--- src/rtl/cayde_decode.sv ---
// cayde_decode: RV32I decode/operand-fetch stage with busy scoreboard, hazard stall and writeback forwarding.
module cayde_decode #(
    parameter int XLEN   = 32,
    parameter bit FWD_EN = 1'b1
) (
    input  logic            clk,
    input  logic            rst,
    input  logic            if_valid_in,
    output logic            if_ready_out,
    input  logic [31:0]     if_instr_in,
    input  logic [XLEN-1:0] if_pc_in,
    output logic [4:0]      rf_raddr1_out,
    output logic [4:0]      rf_raddr2_out,
    input  logic [XLEN-1:0] rf_rdata1_in,
    input  logic [XLEN-1:0] rf_rdata2_in,
    input  logic            wb_valid_in,
    input  logic [4:0]      wb_rd_in,
    input  logic [XLEN-1:0] wb_wdata_in,
    input  logic            flush_in,
    output logic            ex_valid_out,
    input  logic            ex_ready_in,
    output logic [XLEN-1:0] ex_pc_out,
    output logic [XLEN-1:0] ex_rs1_data_out,
    output logic [XLEN-1:0] ex_rs2_data_out,
    output logic [XLEN-1:0] ex_imm_out,
    output logic [4:0]      ex_rd_out,
    output logic            ex_wen_out,
    output logic [6:0]      ex_opcode_out,
    output logic [2:0]      ex_funct3_out,
    output logic [6:0]      ex_funct7_out,
    output logic            ex_illegal_out
);
    localparam logic [6:0] OP_LUI    = 7'b0110111;
    localparam logic [6:0] OP_AUIPC  = 7'b0010111;
    localparam logic [6:0] OP_JAL    = 7'b1101111;
    localparam logic [6:0] OP_JALR   = 7'b1100111;
    localparam logic [6:0] OP_LOAD   = 7'b0000011;
    localparam logic [6:0] OP_IMM    = 7'b0010011;
    localparam logic [6:0] OP_BRANCH = 7'b1100011;
    localparam logic [6:0] OP_STORE  = 7'b0100011;
    localparam logic [6:0] OP_OP     = 7'b0110011;
    localparam logic [6:0] OP_FENCE  = 7'b0001111;
    localparam logic [6:0] OP_SYSTEM = 7'b1110011;

    typedef struct packed {
        logic [XLEN-1:0] pc;
        logic [XLEN-1:0] rs1_data;
        logic [XLEN-1:0] rs2_data;
        logic [XLEN-1:0] imm;
        logic [4:0]      rd;
        logic            wen;
        logic [6:0]      opcode;
        logic [2:0]      funct3;
        logic [6:0]      funct7;
        logic            illegal;
    } bundle_t;

    bundle_t     bundle_q, bundle_d, dec;
    logic        valid_q, valid_d;
    logic [31:0] busy_q, busy_d;
    logic [31:0] ins;
    logic [4:0]  rs1, rs2, rd;
    logic        u_t, j_t, i_t, s_t, b_t, r_t, sys_t;
    logic        use1, use2, fwd1, fwd2, stall, accept;

    always_comb begin
        ins   = if_instr_in;
        rs1   = ins[19:15];
        rs2   = ins[24:20];
        rd    = ins[11:7];
        u_t   = ins[6:0] == OP_LUI || ins[6:0] == OP_AUIPC;
        j_t   = ins[6:0] == OP_JAL;
        i_t   = ins[6:0] == OP_JALR || ins[6:0] == OP_LOAD || ins[6:0] == OP_IMM;
        s_t   = ins[6:0] == OP_STORE;
        b_t   = ins[6:0] == OP_BRANCH;
        r_t   = ins[6:0] == OP_OP;
        sys_t = ins[6:0] == OP_FENCE || ins[6:0] == OP_SYSTEM;
        use1  = i_t || s_t || b_t || r_t;
        use2  = s_t || b_t || r_t;
        fwd1  = FWD_EN && wb_valid_in && wb_rd_in == rs1 && rs1 != 5'd0;
        fwd2  = FWD_EN && wb_valid_in && wb_rd_in == rs2 && rs2 != 5'd0;
        dec.pc       = if_pc_in;
        dec.rs1_data = (!use1 || rs1 == 5'd0) ? '0 : fwd1 ? wb_wdata_in : rf_rdata1_in;
        dec.rs2_data = (!use2 || rs2 == 5'd0) ? '0 : fwd2 ? wb_wdata_in : rf_rdata2_in;
        dec.imm      = u_t ? {ins[31:12], 12'b0} :
                       j_t ? {{11{ins[31]}}, ins[31], ins[19:12], ins[20], ins[30:21], 1'b0} :
                       s_t ? {{20{ins[31]}}, ins[31:25], ins[11:7]} :
                       b_t ? {{19{ins[31]}}, ins[31], ins[7], ins[30:25], ins[11:8], 1'b0} :
                       (i_t || sys_t) ? {{20{ins[31]}}, ins[31:20]} : '0;
        dec.rd       = rd;
        dec.wen      = (u_t || j_t || i_t || r_t) && rd != 5'd0;
        dec.opcode   = ins[6:0];
        dec.funct3   = ins[14:12];
        dec.funct7   = ins[31:25];
        dec.illegal  = !(u_t || j_t || i_t || s_t || b_t || r_t || sys_t);
        // A same-cycle writeback of the conflicting register resolves the hazard.
        stall = (use1 && rs1 != 5'd0 && busy_q[rs1] && !fwd1) ||
                (use2 && rs2 != 5'd0 && busy_q[rs2] && !fwd2) ||
                (dec.wen && busy_q[rd] && !(wb_valid_in && wb_rd_in == rd));
        if_ready_out = !rst && !flush_in && !stall && (!valid_q || ex_ready_in);
        accept   = if_valid_in && if_ready_out;
        valid_d  = accept ? 1'b1 : (ex_ready_in || flush_in) ? 1'b0 : valid_q;
        bundle_d = accept ? dec : bundle_q;
        busy_d   = busy_q;
        if (wb_valid_in && wb_rd_in != 5'd0)
            busy_d[wb_rd_in] = 1'b0;
        if (flush_in && valid_q && bundle_q.wen)
            busy_d[bundle_q.rd] = 1'b0;
        if (accept && dec.wen)
            busy_d[rd] = 1'b1;
        busy_d[0] = 1'b0;
    end

    always_ff @(posedge clk) begin
        if (rst) begin
            bundle_q <= '0;
            valid_q  <= 1'b0;
            busy_q   <= '0;
        end else begin
            bundle_q <= bundle_d;
            valid_q  <= valid_d;
            busy_q   <= busy_d;
        end
    end

    assign rf_raddr1_out   = rs1;
    assign rf_raddr2_out   = rs2;
    assign ex_valid_out    = valid_q;
    assign ex_pc_out       = bundle_q.pc;
    assign ex_rs1_data_out = bundle_q.rs1_data;
    assign ex_rs2_data_out = bundle_q.rs2_data;
    assign ex_imm_out      = bundle_q.imm;
    assign ex_rd_out       = bundle_q.rd;
    assign ex_wen_out      = bundle_q.wen;
    assign ex_opcode_out   = bundle_q.opcode;
    assign ex_funct3_out   = bundle_q.funct3;
    assign ex_funct7_out   = bundle_q.funct7;
    assign ex_illegal_out  = bundle_q.illegal;
endmodule
--- config.mk ---
export PLATFORM = sky130hd
export DESIGN_NAME = cayde_decode
export DESIGN_NICKNAME = d
export VERILOG_FILES = /design/src/rtl/cayde_decode.sv
export SDC_FILE = /design/constraint.sdc
export NUM_CORES = 1
export LEC_CHECK = 0
export BUFFER_PORTS_ARGS = -buffer_cell sky130_fd_sc_hd__buf_2
export CAP_MARGIN = 10
export CORE_ASPECT_RATIO = 1.25
export CORE_MARGIN = 2
export CORE_UTILIZATION = 51
export CTS_CLUSTER_SIZE = 30
export DETAILED_ROUTE_END_ITERATION = 12
export GPL_TIMING_DRIVEN = 1
export PLACE_DENSITY = 0.81
export SYNTH_ARGS = -nofsm -noshare
export SYNTH_HDL_FRONTEND = slang
export SYNTH_SLANG_ARGS = --single-unit
--- constraint.sdc ---
create_clock -name clk -period 3.6 [get_ports clk]
set_input_delay 0.72 -clock clk [delete_from_list [all_inputs] [get_ports clk]]
set_output_delay 0.72 -clock clk [all_outputs]
set_load 0.02 [all_outputs]
==> run metrics, run 1 <==
CTS buffer count 17; Crit Path Class in2out; core area 19,300 µm²; Critical Path, Cell by Cell buf_2 > mux4_2 > mux2i_1 > nor2b_1 > o211ai_1 > and3_1 > buf_2; endpoint class of the critical path output pin; main combinational cell family by area after synthesis compound AO/OA/AOI/OAI gates; Site Rows 57; I/O pins 335; initial antenna violation count 4; most frequent cells in the layout buf_2 (334), dfxtp_1 (184), o21ai_0 (89); DRC viols 0; Mean Syn Cell Area 8.82 µm²; power per cell area 377 nW/µm²; Clock Skew 11.2 ps; crit path DAT 2690 ps; max-slew violation count 0; Worst-path clk slew 70 ps; leading cell type in the layout, fill and taps excluded buf_2; Synth Area in Compound Gates 25.6%; Worst-Skew Late Latency 440 ps; CTS tree done; RePlAce Congestion 0.980; CP dominant cell by count buf_2; CTS H-tree depth 4; clk sinks 184; Seq/Total Area, Yosys 37.1%; wire per inst 21.7 µm; Final ANT Viol Nets 0; Hold Crit Class reg2reg; largest net degree at the start of global routing 77; chip height 160 µm; Fin. Hold Viols 0; LEAKAGE 5.07 nW; top_reg_cell synth dfxtp_1; dpl ws -4.05 ps; EDFF count, synth 0; RSZ-0062 raised after global routing false; worst vdd ir 303 µV; min cycle time layout 3410 ps; R2R setup slack 770 ps; Cell Area, Synth 9940 µm²; Buffers on Ports 334; Worst Hold Slack 460 ps; routed vias 10.7k; Post-Synth XOR/XNOR Area 1.50%; Max stage delay on crit path 570 ps; fraction of registers with async set/reset 0%; Setup WS post-layout 187 ps; final instance area 12,300 µm²; hold path cells 2; total die area 20,600 µm²; FILL cells 1,642; Hold Path Sink ex_imm_out[28]; worst slew pin tran 1110 ps; dpl cells 1,597; GR Overflow Total 0; Simple-Gate Fraction of Synth Area 17.0%; reg-to-reg endpoint busy_q[30]; fin cells 1,632; CP max-delay cell mux4_2; register bit total from synthesis 184; Root Buffer Master clkbuf_16; post-synth net total 1,298; post-route clock period utilization 94.8%; Routed WL 35,400 µm; adder-cell share of the synthesized area 0%; share of cells above drive strength 1 35.5%; Detailed Routing Iterations Pass 1 6; YS warnings 0; DR vias/cell 6.53; Max-Cap Viols 0; CP Data Required Time 2880 ps; R2R depth 9; Setup-failing EPs final 0; vias in the first global route 9,943; Layout Nets 1,551; synth unique cells 62; maximum clock frequency 293 MHz; Worst slew margin 25.8%; die width 129 µm; deepest clock path buffer count 2; status finished clean; Syn Inst Count 1,127; Starting Density 51.6%; P&R area growth vs syn 24.2%; DP HPWL 25,300 µm; startpoint types input pin; first-pass GRT wire length 54,300 µm; Critical Path Fanout Max 14; r2r startpoint busy_q[26]; worst min-delay path startpoint ex_imm_out[28]; total track usage 33.1%; Placed Area 11,700 µm²; multiplexer share of the synthesized area 11.8%; Initial DRC Count 1,141
how the worst max path moves through the flow:
stage | to | cells after the start | start
after floorplan | if_ready_out | 10 | if_instr_in[21]
after global placement | busy_q[7] | 10 | if_instr_in[22]
after detailed placement | busy_q[27] | 10 | if_instr_in[22]
after CTS | if_ready_out | 8 | if_instr_in[22]
after global routing | if_ready_out | 7 | if_instr_in[22]
final | if_ready_out | 7 | if_instr_in[22]
flip-flops by register name, indices dropped and copies added, names as in the netlist, 3 cells and up:
name             flops
ex_rd_out            5
ex_pc_out           32
ex_opcode_out        7
ex_funct7_out        7
ex_rs2_data_out     32
ex_imm_out          32
ex_funct3_out        3
busy_q              31
ex_rs1_data_out     32
logic make-up (layout without fill, tap and decap cells):
group | Yosys count | count (layout)
buffers and inverters | 157 | 423
XOR/XNOR | 17 | 17
multiplexers | 98 | 98
flip-flops | 184 | 184
AO/OA/AOI/OAI | 367 | 367
AND/OR/NAND/NOR | 304 | 304
other | 0 | 3
critical path, delay by kind of cell:
kind | cells | cell delay (ps)
buf+inv | 2 | 550
simple gates | 2 | 330
mux | 2 | 740
compound gates | 1 | 350
through the flow:
| stage | utilization (%) | total power, mW | setup TNS [ps] |
|---|---|---|---|
| 2_1_floorplan | - | 2.49 | 0 |
| 3_3_place_gp | 60.8 | 2.74 | 0 |
| 3_5_place_dp | 60.8 | 2.74 | -4.05 |
| 4_1_cts | 64.0 | 4.65 | 0 |
| 5_1_grt | 64.1 | 4.79 | 0 |
| 6_report | 64.1 | 4.65 | 0 |
power breakdown:
| group | leakage, nW | switching (mW) | internal, mW |
|---|---|---|---|
| sequential | 1.49 | 0.0258 | 2.07 |
| clock | 0.293 | 0.883 | 1.05 |
| combinational | 3.29 | 0.395 | 0.224 |
synthesized netlist by cell type, types with 6 or more instances:
cell / instances / area (µm²)
a21oi_1: 70 / 350
a221oi_1: 13 / 114
a22oi_1: 6 / 45.0
a311oi_1: 8 / 70.1
a31o_2: 41 / 359
a41o_1: 13 / 130
and3_1: 8 / 50.1
and3b_1: 7 / 61.3
buf_2: 44 / 220
buf_4: 14 / 105
clkbuf_1: 83 / 312
dfxtp_1: 184 / 3680
inv_1: 10 / 37.5
mux2i_1: 79 / 791
mux4_2: 15 / 338
nand2_1: 58 / 218
nand2b_1: 11 / 68.8
nand3_1: 66 / 330
nand4_1: 19 / 119
nand4b_1: 7 / 61.3
nor2_1: 20 / 75.1
nor2b_1: 8 / 50.1
nor3_1: 18 / 90.1
nor3b_1: 11 / 82.6
nor4_1: 37 / 231
o2111ai_1: 12 / 105
o211ai_1: 40 / 300
o21ai_0: 89 / 445
o31ai_1: 35 / 263
o41ai_1: 16 / 140
or2_2: 6 / 37.5
or3_1: 10 / 62.6
xor2_1: 13 / 114
per-layer routing:
layer | global-route usage, % | share of wire, % | vias up
met5 | 0 | 0 | -
met1 | 42.1 | 39 | 5079
met4 | 14.2 | 4.2 | 0
met2 | 53.1 | 47 | 622
met3 | 8.31 | 9.8 | 115
li1 | - | - | 4843
area by class of cell:
class,count,area (µm²),area share [%]
Multi-Input combinational cell,786,5600,45.4
Clock buffer,17,425,3.45
Antenna cell,3,7.51,0.0608
Tap cell,236,295,2.39
Inverter,11,42.5,0.345
Clock inverter,15,183,1.48
Timing Repair Buffer,380,2100,17.1
Sequential cell,184,3680,29.9
what timing repair did:
action,4_1_cts,5_1_grt
hold buffers,0,0
gates resized for setup,0,2
setup endpoints to repair,0,1
setup buffers,0,0
(Power assumes the default switching activity.)
==> run 2, diff against run 1 <==
--- a/config.mk
+++ b/config.mk
@@ -13,7 +13,7 @@
 export CTS_CLUSTER_SIZE = 30
 export DETAILED_ROUTE_END_ITERATION = 12
 export GPL_TIMING_DRIVEN = 1
-export PLACE_DENSITY = 0.81
+export PLACE_DENSITY = 0.9
 export SYNTH_ARGS = -nofsm -noshare
 export SYNTH_HDL_FRONTEND = slang
 export SYNTH_SLANG_ARGS = --single-unit
==> run 2 against run 1 <==
Net effect:
- worst hold slack hardly changed
- utilization decreased by 0.36 points
- clock-buffer cell count increased by 2
- final cell count shrank 0.37%
- total power is 1.9% lower
- clock skew is 4.6 ps higher
- wire length rose by 2.8%
- fmax down 0.18%
- non-clock buffer count down 5
- die area did not move
- highest routed layer unchanged
==> run metrics, run 2 (same netlist as run 1, synthesis figures left out) <==
status finished clean; Final Util 63.7%; CTS buffer count 17; Final ANT Viol Nets 0; Clock Skew 15.7 ps; r2r startpoint busy_q[27]; I/O pins 335; crit path DAT 2700 ps; fin cells 1,626; DR vias/cell 6.74; startpoint types input pin; worst min-delay path startpoint ex_imm_out[22]; Buffers on Ports 334; first-pass GRT wire length 54,900 µm; Final Power 4.56 mW; total track usage 33.8%; post-route clock period utilization 95.0%; RePlAce Congestion 1.07; largest net degree at the start of global routing 126; FILL cells 1,573; CTS tree done; total die area 20,600 µm²; Root Buffer Master clkbuf_16; maximum clock frequency 292 MHz; chip height 160 µm; Critical Path Fanout Max 15; setup bufs post-CTS 0; Worst-path clk slew 80 ps; core area 19,300 µm²; reg-to-reg endpoint busy_q[19]; clk sinks 184; leading cell type in the layout, fill and taps excluded buf_2; R2R setup slack 720 ps; GR Overflow Total 0; power per cell area 372 nW/µm²; LEAKAGE 5.04 nW; die width 129 µm; routed vias 11.0k; Worst-Skew Late Latency 440 ps; vias in the first global route 10.0k; Fin. Hold Viols 0; Post-CTS Hold Fix Bufs 0; Hold Path Sink ex_imm_out[22]; most frequent cells in the layout buf_2 (334), dfxtp_1 (184), o21ai_0 (89); Detailed Routing Iterations Pass 1 6; initial antenna violation count 2; deepest clock path buffer count 2; DRC viols 0; wire per inst 22.4 µm; worst slew pin tran 1260 ps; CTS H-tree depth 4; RSZ-0062 raised after global routing false; Crit Path Class in2out; worst vdd ir 303 µV; max-slew violation count 0; Site Rows 57; hold path cells 2; post-CTS sizing 0; DP HPWL 25,600 µm; Worst slew margin 16.0%; Setup-failing EPs final 0; Hold Crit Class reg2reg; endpoint class of the critical path output pin; dpl ws 162 ps; R2R depth 9; dpl cells 1,592; Starting Density 51.6%; share of cells above drive strength 1 35.1%; P&R area growth vs syn 23.5%; CP Data Required Time 2880 ps; final setup TNS 0 ps; Setup WS post-layout 181 ps; min cycle time layout 3420 ps; Max-Cap Viols 0; Layout Nets 1,546; Routed WL 36,400 µm; Initial DRC Count 1,193
## run 2: critical path: stages
cell and delay, ps:
buf_2 280, or3b_1 450, a211oi_1 230, a221oi_1 90
o211ai_1 270, o311a_2 240, and3_1 230, buf_2 190
## run 2: per-layer routing
| layer | vias up | GRT usage [%] | wire (µm) |
|---|---|---|---|
| li1 | 4827 | - | - |
| met2 | 826 | 54.8 | 16900 |
| met4 | 0 | 17.4 | 2050 |
| met5 | - | 0 | 0 |
| met3 | 188 | 8.58 | 3980 |
| met1 | 5119 | 41.1 | 13400 |
## run 2: per-stage QoR
step,hold slack (ps),instance area [µm²]
floorplan,486,9940
global placement,446,11700
detailed placement,451,11700
CTS,464,12300
global route,476,12300
finish,460,12300
## run 2: layout make-up
cell class	instances	area, µm²	area share [%]
multi-input combinational	786	5590	45.5
sequential	184	3680	30.0
timing repair buffer	375	2080	16.9
clock buffer	19	443	3.61
tap	236	295	2.41
clock inverter	13	136	1.11
inverter	11	42.5	0.347
antenna	2	5.00	0.0408
## run 2: how the worst max path moves through the flow
stage	startpoint	end	slack (ps)	cells after the start
detailed placement	if_instr_in[22]	busy_q[19]	160	9
finish	if_instr_in[10]	if_ready_out	180	8
CTS	if_instr_in[7]	if_ready_out	230	8
global route	if_instr_in[22]	if_ready_out	60	8
floorplan	if_instr_in[21]	if_ready_out	50	10
global placement	if_instr_in[10]	if_ready_out	260	8
## run 2: power breakdown
part           internal (mW)  switching, mW
logic                  0.221          0.401
clock network          0.942          0.902
registers               2.07         0.0263
